File: config.mk
export PLATFORM = sky130hd
export DESIGN_NAME = sr_flop_bank
export DESIGN_NICKNAME = d
export VERILOG_FILES = /design/src/rtl/sr_flop_bank.sv
export SDC_FILE = /design/constraint.sdc
export NUM_CORES = 1
export LEC_CHECK = 0
export ABC_AREA = 0
export CORE_UTILIZATION = 43
export CTS_CLUSTER_DIAMETER = 120
export CTS_CLUSTER_SIZE = 25
export DETAILED_ROUTE_END_ITERATION = 7
export HOLD_SLACK_MARGIN = 0.06
export PLACE_DENSITY = 0.77
export SLEW_MARGIN = 20
export SYNTH_ARGS = -nofsm -noshare
export SYNTH_HDL_FRONTEND = slang
export SYNTH_SLANG_ARGS = --single-unit
File: constraint.sdc
create_clock -name clk -period 1.8 [get_ports clk]
set_input_delay 0.27 -clock clk [delete_from_list [all_inputs] [get_ports clk]]
set_output_delay 0.27 -clock clk [all_outputs]
set_load 0.03 [all_outputs]
File: src/rtl/sr_flop_bank.sv
`default_nettype none
// ============================================================================
// sr_flop_bank : WIDTH synchronous SR channels with a compile-time conflict
//                mode, rise/fall pulses and a saturating conflict counter.
// Rev 1.0
// ============================================================================
module sr_flop_bank #(
  parameter int              WIDTH = 8,
  parameter int              MODE  = 0,
  parameter logic [WIDTH-1:0] INIT = '0,
  parameter int              CNT_W = 8
) (
  input  logic             clk,
  input  logic             reset,
  input  logic             en,
  input  logic [WIDTH-1:0] set,
  input  logic [WIDTH-1:0] clr,
  input  logic             cnt_clr,
  output logic [WIDTH-1:0] q,
  output logic [WIDTH-1:0] qbar,
  output logic [WIDTH-1:0] rise,
  output logic [WIDTH-1:0] fall,
  output logic             conflict,
  output logic [CNT_W-1:0] conflict_cnt
);

  localparam logic [CNT_W-1:0] c_CNT_MAX = {CNT_W{1'b1}};
  localparam logic [CNT_W-1:0] c_CNT_ONE = CNT_W'(1);

  logic [WIDTH-1:0] q_q, q_d;
  logic [WIDTH-1:0] qbar_q;
  logic [WIDTH-1:0] rise_q, fall_q;
  logic             conflict_q, conflict_d;
  logic [CNT_W-1:0] cnt_q, cnt_d;
  logic [WIDTH-1:0] w_both_val;

  // Value a channel takes when set and clr are both asserted.
  generate
    if (MODE == 1) begin : g_mode_set
      assign w_both_val = '1;
    end else if (MODE == 2) begin : g_mode_clr
      assign w_both_val = '0;
    end else if (MODE == 3) begin : g_mode_toggle
      assign w_both_val = ~q_q;
    end else begin : g_mode_hold
      assign w_both_val = q_q;
    end
  endgenerate

  always_comb begin
    q_d        = q_q;
    conflict_d = 1'b0;
    if (en) begin
      q_d = (set & ~clr)
          | (q_q & ~set & ~clr)
          | (w_both_val & set & clr);
      conflict_d = |(set & clr);
    end
  end

  // Clear beats a same-cycle conflict; increments stop at all-ones.
  always_comb begin
    cnt_d = cnt_q;
    if (cnt_clr) begin
      cnt_d = '0;
    end else if (conflict_d && (cnt_q != c_CNT_MAX)) begin
      cnt_d = cnt_q + c_CNT_ONE;
    end
  end

  always_ff @(posedge clk) begin
    if (reset) begin
      q_q        <= INIT;
      qbar_q     <= ~INIT;
      rise_q     <= '0;
      fall_q     <= '0;
      conflict_q <= 1'b0;
      cnt_q      <= '0;
    end else begin
      q_q        <= q_d;
      qbar_q     <= ~q_d;
      rise_q     <= ~q_q & q_d;
      fall_q     <= q_q & ~q_d;
      conflict_q <= conflict_d;
      cnt_q      <= cnt_d;
    end
  end

  assign q            = q_q;
  assign qbar         = qbar_q;
  assign rise         = rise_q;
  assign fall         = fall_q;
  assign conflict     = conflict_q;
  assign conflict_cnt = cnt_q;

endmodule
`default_nettype wire

==> results of run 1 <==
[cells in the mapped netlist (all sizes together) (2+ instances only)]
library cell  count
nand2            18
nor2              2
a22oi             4
nand3             2
nand4             3
clkbuf            3
a21oi            13
mux2i             4
nor3             10
a31o              2
nand4b            2
or3               4
nor2b             9
nor4              8
buf               2
dfxtp            41
o21ai            16
nand2b            9
[final cells by class]
| class | count | area share, % |
|---|---|---|
| repair buffers | 69 | 28.5 |
| well taps | 46 | 2.41 |
| clock inverters | 3 | 2.73 |
| flip-flops and latches | 41 | 34.4 |
| multi-input cells | 113 | 29.7 |
| clock buffers | 5 | 1.57 |
| inverters | 1 | 0.734 |
[final timing paths]
kind | startpoint | to | slack [ps] | cells after the start
max reg2reg | conflict_cnt[0]$_SDFFE_PP0P_ | conflict_cnt[1]$_SDFFE_PP0P_ | 340 | 5
min reg2reg | q[1]$_SDFF_PP0_ | fall[1]$_SDFF_PP0_ | 490 | 2
min | q[1]$_SDFF_PP0_ | fall[1]$_SDFF_PP0_ | 490 | 2
max | q[4]$_SDFF_PP0_ | q[4] | 60 | 1
[repair_timing]
item / CTS / global route
gates cloned: 0 / 0
gates resized for setup: 1 / 5
setup endpoints to repair: 1 / 5
[power by group through the flow]
| stage | Sequential (mW) | Combinational [mW] | Clock, mW |
|---|---|---|---|
| after floorplan | 1.05 | 0.0950 | 0 |
| after CTS | 0.965 | 0.333 | 0.746 |
| final | 0.964 | 0.332 | 0.730 |
| after global placement | 0.982 | 0.325 | 0 |
| after global routing | 0.969 | 0.354 | 0.791 |
| after detailed placement | 0.985 | 0.331 | 0 |
[sequential cells by signal (all words and copies together), names as in the netlist]
| name | flops |
|---|---|
| q | 8 |
| rise | 8 |
| conflict_cnt | 8 |
| conflict | 1 |
| qbar | 8 |
| fall | 8 |
[kinds of logic after synthesis]
group / synth area share (%)
compound gates: 16.2
fa+ha+maj: 0.797
buf+inv: 2.63
flops: 52.3
mux: 2.55
simple gates: 25.6
[cells in the final DEF (no fill, tap or decap), types with 2 or more instances in the layout]
cell type	instances
nor2b_1	9
nand3_1	2
nand2_1	18
a22oi_2	4
buf_4	9
nor4_1	8
nor3_1	10
clkbuf_4	5
a21oi_1	12
dlymetal6s2s_1	5
dfxtp_1	41
o21ai_0	16
nand2b_1	9
mux2i_1	4
or3_1	4
bufinv_16	2
clkdlybuf4s50_1	54
nand4_1	3
nor2_1	2
[worst min-delay path, stage by stage, from the launching register on]
cell     delay, ps
dfxtp_1        360
nand2_1         70
nor3_1          40
[metrics by stage]
stage	area (um2)	hold WS, ps	utilization (%)	TNS [ps]
floorplan	1570	347	-	0
global placement	2270	469	66.5	0
detailed placement	2270	476	66.5	-0.471
CTS	2370	493	69.5	0
global route	2390	507	69.9	0
finish	2390	490	69.9	0
[routing by layer]
metal	up-vias	GRT usage, %	wire length, um
met5	-	0	0
met4	0	8.72	43
met3	6	6.57	240
met2	55	33.8	1870
li1	721	-	-
met1	701	26.1	1660
==> impl_metrics.csv, run 1 <==
group,metric,value,unit
final_layout,stdcell_count,278,
final_layout,nNetsFinal,252,
timing,max_slew_margin,71.7,%
worst_setup_path,worst_path_max_delay_cell,"clkdlybuf4s50_1",
placed_design,pre_cts_ws,-0.471,ps
clocking,clock_tree.buffer_depth,2,
timing,tightest_slew,424,ps
worst_setup_path,crit_buf_inv,1,
final_layout,n_antenna_cell,0,
power_and_ir_drop,intPower,1.52,mW
die,core,0.00342,mm2
yosys,synth.cell_area,0.00157,mm2
die,boundaryPins,61,
worst_setup_path,worstPathRequired,1530,ps
power_and_ir_drop,power.density,849,mW/mm2
yosys,synth_flop_cell,"dfxtp_1",
power_and_ir_drop,p_leak,0.974,nW
worst_setup_path,path_cells,"clkdlybuf4s50_1",
final_layout,fillCellCount,285,
clocking,cts_setup_buffers,0,
power_and_ir_drop,p_switching,0.502,mW
detailed_routing,dr.pass1.iters,4,
clocking,postCtsHoldBufs,0,
yosys,syn_inst,160,
clocking,clock_latency,350,ps
status,status,"complete, no violations",
global_route,overflow,0,
power_and_ir_drop,ir_worst_vdd,514,uV
die,start_util,46.0,%
global_route,grt_pass1_wl,6.41,mm
worst_setup_path,cp-end-kind,"primary output",
power_and_ir_drop,p_sw_share,24.8,%
worst_setup_path,critical_path_class,"reg2out",
yosys,synth_top_area_share,52.3,%
final_layout,regArea,821,um2
final_layout,multi_input_area,708,um2
power_and_ir_drop,pwr-share-seq,47.6,%
timing,hold_violations,0,
detailed_routing,via_per_inst,5.33,
clocking,cts_made_buffers,5,
global_route,antenna_found_initial,0,
yosys,syn-num-nets,181,
final_layout,final_layout_size_suffix_gt1_share,11.6,%
yosys,synth.area.top_cells,"dfxtp_1 52%, o21ai_0 5.1%, nand2_1 4.3%",
global_route,grt_usage,21.1,%
clocking,root_buffer,"clkbuf_4",
die,fp-row-count,21,
yosys,syn_avg_cell_area,9.81,um2
global_route,first_global_vias,1375,
detailed_routing,wl_per_cell,13.7,um
min_path,worstHoldPathType,"reg2reg",
global_route,grt_max_degree,16,
placed_design,routabilityCongestion,0.849,
final_layout,syn2layout_area_growth,52.0,%
clocking,htree_levels,2,
placed_design,io_buffers,60,
detailed_routing,routed-via-count,1483,
detailed_routing,antenna_left,0,
clocking,cts_num_sinks,41,
clocking,cts_tree,"built",
worst_setup_path,worstSetupStartpointType,"register",
power_and_ir_drop,p_comb_share,16.4,%
placed_design,hpwl,2.84,mm
worst_setup_path,crit_family,"buffers and inverters",
yosys,synth_cell_type_count,30,
die,die-area,0.00390,mm2
timing,fin_ws,55.0,ps
yosys,yosys.area.top_type,"dfxtp_1",
timing,setup_viol,0,
die,die_w,62.4,um
worst_setup_path,slowest_delay,700,ps
worst_setup_path,crit_arrival,1470,ps
timing,post-route-period-util,96.9,%
detailed_routing,drt_wl_total,3.82,mm
yosys,yosysSeqAreaShare,52.3,%
yosys,synth_edf_count,0,
timing,drv_slew,0,
power_and_ir_drop,finalPower,2.03,mW
run,cap_violations,0,
timing,max_freq,573,MHz
yosys,synthArstFlopShare,0,%
detailed_routing,drt_iter0_drc,90,
worst_setup_path,path_max_fanout,5,
yosys,ys_seq_elements,41,
placed_design,dp_cells,270,
detailed_routing,drc,0,
power_and_ir_drop,clock_power_share,36.0,%
timing,rsz0062_at_grt,"no",
yosys,synth_warnings,0,
die,fp.dieH,62.4,um
timing,clock-skew-final,8.90,ps
timing,period_needed,1740,ps
clocking,clkTransAtPathRegs,120,ps
No activity file was read; power rests on OpenSTA's default activity.
==> run 2, diff against run 1 <==
--- a/config.mk
+++ b/config.mk
@@ -8,7 +8,7 @@
 export ABC_AREA = 0
 export CORE_UTILIZATION = 43
 export CTS_CLUSTER_DIAMETER = 120
-export CTS_CLUSTER_SIZE = 25
+export CTS_CLUSTER_SIZE = 10
 export DETAILED_ROUTE_END_ITERATION = 7
 export HOLD_SLACK_MARGIN = 0.06
 export PLACE_DENSITY = 0.77
==> constraint.sdc (replaced) <==
create_clock -name clk -period 1.9 [get_ports clk]
set_input_delay 0.285 -clock clk [delete_from_list [all_inputs] [get_ports clk]]
set_output_delay 0.285 -clock clk [all_outputs]
set_load 0.03 [all_outputs]
==> run 2 against run 1 <==
Compared with the run above: cell count is 1.4% lower; register-to-register slack better by 80 ps; wire length is 0.81% lower; highest routed layer unchanged; hold slack worse by 2.8 ps; sequential share of layout area is 0.61 points higher; sequential cell count stayed put; total power is 5.8% lower; utilization is 1.2 points lower; clock-buffer cell count stayed put; clock power is 5.9% lower; clock skew is 2.0 ps higher; critical endpoint is now conflict_cnt[3].
==> impl_metrics.csv, run 2 (synthesis gave the netlist of run 1 again) <==
group,metric,value,unit
status,status,"complete, no violations",
run,cap_violations,0,
final_layout,final_cell_mix,"60 x clkdlybuf4s50_1, 41 x dfxtp_1, 18 x nand2_1, 16 x o21ai_0, 12 x a21oi_1",
placed_design,hpwl,2.83,mm
worst_setup_path,crit_arrival,1520,ps
power_and_ir_drop,pwr-share-seq,47.9,%
worst_setup_path,cp-end-kind,"primary output",
timing,max_freq,554,MHz
die,fp.dieH,62.4,um
detailed_routing,antenna_left,0,
min_path,hold_start,"q[1]$_SDFF_PP0_",
timing,setup_tns,0,ps
power_and_ir_drop,ir_worst_vdd,393,uV
worst_setup_path,path_max_fanout,7,
global_route,first_global_vias,1381,
final_layout,syn2layout_area_growth,49.3,%
power_and_ir_drop,p_comb_share,16.1,%
global_route,grt_pass1_wl,6.48,mm
power_and_ir_drop,p_sw_share,24.6,%
clocking,htree_levels,2,
final_layout,final_area,0.00234,mm2
die,start_util,46.0,%
worst_setup_path,critical_path_class,"reg2out",
placed_design,placed_area,0.00224,mm2
worst_setup_path,path_depth,1,
worst_setup_path,slowest_delay,710,ps
placed_design,io_buffers,60,
power_and_ir_drop,p_switching,0.469,mW
clocking,root_buffer,"clkbuf_4",
timing,post-route-period-util,95.0,%
clocking,cts_tree,"built",
global_route,antenna_found_initial,0,
min_path,worstHoldPathType,"reg2reg",
worst_setup_path,path_cells,"clkdlybuf4s50_1",
global_route,grt_usage,21.1,%
timing,period_needed,1800,ps
final_layout,n_antenna_cell,0,
worst_setup_path,worst_path_max_delay_cell,"clkdlybuf4s50_1",
die,core,0.00342,mm2
detailed_routing,drt_iter0_drc,80,
global_route,grt_max_degree,22,
clocking,cts.repair.resized,0,
worst_setup_path,crit_buf_inv,1,
detailed_routing,drt_wl_total,3.79,mm
final_layout,final_common_cell,"clkdlybuf4s50_1",
worst_setup_path,worstPathRequired,1620,ps
timing,tightest_slew,430,ps
power_and_ir_drop,power.density,814,mW/mm2
min_path,min_path_cells,2,
timing,hold_violations,0,
power_and_ir_drop,clock_power_share,36.0,%
detailed_routing,via_per_inst,5.31,
worst_setup_path,worstSetupStartpointType,"register",
detailed_routing,dr.pass1.iters,4,
power_and_ir_drop,p_leak,0.863,nW
timing,max_slew_margin,71.3,%
timing,setup_viol,0,
detailed_routing,wl_per_cell,13.8,um
power_and_ir_drop,intPower,1.44,mW
worst_setup_path,crit_path_start,"conflict_cnt[3]$_SDFFE_PP0P_",
die,die-area,0.00390,mm2
clocking,cts_setup_buffers,0,
clocking,postCtsHoldBufs,0,
clocking,cts_made_buffers,5,
worst_setup_path,r2r_start,"conflict_cnt[0]$_SDFFE_PP0P_",
timing,rsz0062_at_grt,"no",
die,die_w,62.4,um
worst_setup_path,reg2reg_depth,5,
die,boundaryPins,61,
global_route,overflow,0,
detailed_routing,drc,0,
final_layout,final_layout_size_suffix_gt1_share,10.1,%
final_layout,nNetsFinal,248,
clocking,cts_num_sinks,41,
detailed_routing,routed-via-count,1456,
placed_design,routabilityCongestion,0.866,
worst_setup_path,crit_family,"buffers and inverters",
timing,clock-skew-final,10.9,ps
timing,drv_slew,0,
clocking,clock_latency,350,ps
clocking,clkTransAtPathRegs,120,ps
clocking,clock_tree.buffer_depth,2,
die,fp-row-count,21,
==> run 2: changes by cell type in the layout (fill, tap and decap cells not counted), sizes merged <==
cell | previous run | this run
clkdlybuf4s50 | 54 | 60
dlymetal6s2s | 5 | 0
buf | 9 | 5
dlygate4sd2 | 1 | 0
==> run 2: area by class of cell <==
type                            count  area, um2
Sequential cell                    41        821
Clock inverter                      3       65.1
Clock buffer                        5       37.5
Tap cell                           46       57.6
Timing Repair Buffer               65        638
Multi-Input combinational cell    113        708
Fill cell                         280       1070
Inverter                            1       17.5
==> run 2: worst paths after layout <==
| kind | endpoint | slack (ps) |
|---|---|---|
| worst max register to register | conflict_cnt[1]$_SDFFE_PP0P_ | 420 |
| worst min-delay path | fall[1]$_SDFF_PP0_ | 490 |
| worst min register to register | fall[1]$_SDFF_PP0_ | 490 |
| worst max-delay path | conflict_cnt[3] | 100 |
==> run 2: power by group through the flow <==
stage / Clock [mW] / Sequential (mW) / Combinational, mW
after detailed placement: 0 / 0.934 / 0.307
after CTS: 0.699 / 0.914 / 0.308
after global placement: 0 / 0.931 / 0.301
after floorplan: 0 / 0.999 / 0.0900
after global routing: 0.754 / 0.919 / 0.329
final: 0.687 / 0.914 / 0.307
==> run 2: layer usage <==
metal / vias up / share of wire, % / wire length (um) / GRT usage [%]
li1: 718 / - / - / -
met2: 65 / 47 / 1790 / 33.7
met4: 0 / 1.3 / 51 / 7.85
met1: 668 / 45 / 1710 / 26.6
met3: 5 / 6.1 / 231 / 6.39
met5: - / 0 / 0 / 0
==> run 2: stage by stage <==
step | hold slack [ps] | setup WS (ps) | total power [mW] | cells | util (%)
5_1_grt | 505 | 22.3 | 2.00 | 274 | 68.6
3_5_place_dp | 478 | 123 | 1.24 | 266 | 65.6
6_report | 487 | 95.7 | 1.91 | 274 | 68.6
2_1_floorplan | 362 | 403 | 1.09 | 160 | -
4_1_cts | 496 | 79.6 | 1.92 | 274 | 68.6
3_3_place_gp | 471 | 142 | 1.23 | 266 | 65.6
==> run 3, diff against run 2 <==
--- a/config.mk
+++ b/config.mk
@@ -6,12 +6,14 @@
 export NUM_CORES = 1
 export LEC_CHECK = 0
 export ABC_AREA = 0
-export CORE_UTILIZATION = 43
+export CORE_UTILIZATION = 60
 export CTS_CLUSTER_DIAMETER = 120
 export CTS_CLUSTER_SIZE = 10
 export DETAILED_ROUTE_END_ITERATION = 7
+export DONT_BUFFER_PORTS = 1
 export HOLD_SLACK_MARGIN = 0.06
-export PLACE_DENSITY = 0.77
+export PLACE_DENSITY = 0.74
+export SKIP_LAST_GASP = 1
 export SLEW_MARGIN = 20
 export SYNTH_ARGS = -nofsm -noshare
 export SYNTH_HDL_FRONTEND = slang
==> run 3 against run 2 <==
Compared with the run above: wire length decreased by 9.1%; sequential cell count unchanged; cell count shrank 22%; register-to-register slack is essentially flat; sequential power grew 7.3%; first-iteration DRC count down 65%.
==> impl_metrics.csv, run 3 (synthesis gave the netlist of run 1 again) <==
group,metric,value,unit
worst_setup_path,reg2reg_depth,4,
die,core,0.00248,mm2
worst_setup_path,worstPathRequired,2150,ps
power_and_ir_drop,intPower,1.28,mW
timing,setup_viol,0,
detailed_routing,wl_met1,1.49,mm
die,fp.dieH,53.2,um
die,boundaryPins,61,
detailed_routing,drc,0,
worst_setup_path,worstSetupStartpointType,"register",
min_path,hold_end,"conflict_cnt[2]$_SDFFE_PP0P_",
die,start_util,63.4,%
final_layout,nNetsFinal,205,
clocking,clock_tree.buffer_depth,2,
clocking,root_buffer,"clkbuf_4",
timing,tightest_slew,799,ps
clocking,htree_levels,2,
final_layout,syn2layout_area_growth,19.7,%
detailed_routing,antenna_left,0,
worst_setup_path,r2r_start,"conflict_cnt[2]$_SDFFE_PP0P_",
power_and_ir_drop,p_leak,0.706,nW
timing,period_needed,1480,ps
detailed_routing,routed-via-count,1302,
min_path,hold_start,"reset",
timing,hold_violations,0,
worst_setup_path,cp-end-kind,"register",
timing,post-route-period-util,77.9,%
power_and_ir_drop,p_comb_share,8.2,%
detailed_routing,wl_met3,345,um
worst_setup_path,critical_path_class,"reg2reg",
die,die_w,53.2,um
timing,max_freq,676,MHz
min_path,worstHoldPathType,"in2reg",
power_and_ir_drop,power.density,908,mW/mm2
detailed_routing,wl_per_cell,16.0,um
clocking,cts_setup_buffers,0,
timing,rsz0062_at_grt,"no",
power_and_ir_drop,p_switching,0.429,mW
final_layout,stdcell_count,215,
detailed_routing,drt_iter0_drc,28,
detailed_routing,top_layer,"met4",
run,cap_violations,0,
timing,drv_slew,0,
final_layout,final_common_cell,"dfxtp_1",
worst_setup_path,r2r_end,"conflict_cnt[3]$_SDFFE_PP0P_",
final_layout,final_cell_mix,"41 x dfxtp_1, 18 x nand2_1, 18 x dlygate4sd3_1, 16 x o21ai_0, 12 x a21oi_1",
detailed_routing,dr.pass1.iters,4,
timing,setup_tns,0,ps
placed_design,routabilityCongestion,0.666,
detailed_routing,via_per_inst,6.06,
power_and_ir_drop,finalPower,1.71,mW
timing,max_slew_margin,46.6,%
worst_setup_path,crit_arrival,1730,ps
global_route,grt_usage,26.6,%
global_route,grt_max_degree,25,
placed_design,io_buffers,0,
detailed_routing,drt_wl_total,3.44,mm
status,status,"complete, no violations",
worst_setup_path,r2r_setup_slack,420,ps
clocking,clkTransAtPathRegs,110,ps
power_and_ir_drop,p_sw_share,25.1,%
clocking,cts_tree,"built",
die,fp-row-count,18,
timing,clock-skew-final,4.41,ps
final_layout,n_antenna_cell,0,
global_route,overflow,0,
clocking,cts_num_sinks,41,
power_and_ir_drop,clock_power_share,34.3,%
global_route,first_global_vias,1134,
clocking,clock_latency,340,ps
clocking,cts_made_buffers,5,
min_path,min_path_cells,2,
detailed_routing,wl_met2,1.57,mm
power_and_ir_drop,ir_worst_vdd,667,uV
placed_design,hpwl,2.16,mm
die,die-area,0.00283,mm2
placed_design,dp_cells,189,
global_route,antenna_found_initial,0,
worst_setup_path,path_max_fanout,6,
power_and_ir_drop,pwr-share-seq,57.5,%
global_route,grt_pass1_wl,5.24,mm
final_layout,final_layout_size_suffix_gt1_share,11.4,%
[run 3: changes by cell type in the layout (fill, tap and decap cells not counted), sizes merged]
cell / change
clkdlybuf4s50: -60
dlygate4sd3: +18
clkbuf: +2
buf: -1
bufinv: -1
clkinv: -1
[run 3: layer usage]
metal / up-vias / GRT usage [%]
met5: - / 0
met4: 0 / 7.89
met2: 64 / 40.3
met3: 7 / 11.8
li1: 627 / -
met1: 604 / 33.7
[run 3: timing repair]
item                       4_1_cts  5_1_grt
setup endpoints to repair        0        0
hold buffers                    18        0
hold endpoints to repair        32        0
gates resized for setup          0        0
[run 3: worst max-delay path by stage]
stage,start,end
final,conflict_cnt[2]$_SDFFE_PP0P_,conflict_cnt[3]$_SDFFE_PP0P_
after global routing,conflict_cnt[2]$_SDFFE_PP0P_,conflict_cnt[4]$_SDFFE_PP0P_
after CTS,conflict_cnt[2]$_SDFFE_PP0P_,conflict_cnt[2]$_SDFFE_PP0P_
after detailed placement,conflict_cnt[2]$_SDFFE_PP0P_,conflict_cnt[2]$_SDFFE_PP0P_
after global placement,conflict_cnt[4]$_SDFFE_PP0P_,conflict_cnt[1]$_SDFFE_PP0P_
after floorplan,conflict_cnt[0]$_SDFFE_PP0P_,conflict_cnt[1]$_SDFFE_PP0P_
[run 3: final cells by class]
class	instances	area [um2]
clock inverter	1	30.0
clock buffer	7	55.1
sequential	41	821
inverter	1	17.5
tap	30	37.5
multi-input combinational	113	708
fill	185	598
timing repair buffer	22	210
[run 3: per-stage QoR]
step,util (%),setup WS [ps],hold slack [ps],instance area (um2)
after detailed placement,65.2,459,361,1610
final,75.9,420,104,1880
after CTS,75.9,423,103,1880
after floorplan,-,403,362,1570
after global routing,75.9,320,82.8,1880
after global placement,65.2,503,361,1610
[run 3: critical path, stage by stage (launching register included)]
cell and delay [ps]:
dfxtp_1 610, nand4_1 240, a21oi_2 220, a21oi_1 100, a31o_2 210
[run 3: power by group through the flow]
| stage | logic [mW] | registers (mW) | clock network (mW) |
|---|---|---|---|
| after CTS | 0.139 | 0.980 | 0.591 |
| after detailed placement | 0.101 | 1.00 | 0 |
| after global placement | 0.0978 | 0.999 | 0 |
| final | 0.140 | 0.981 | 0.586 |
| after global routing | 0.155 | 0.987 | 0.632 |
| after floorplan | 0.0900 | 0.999 | 0 |
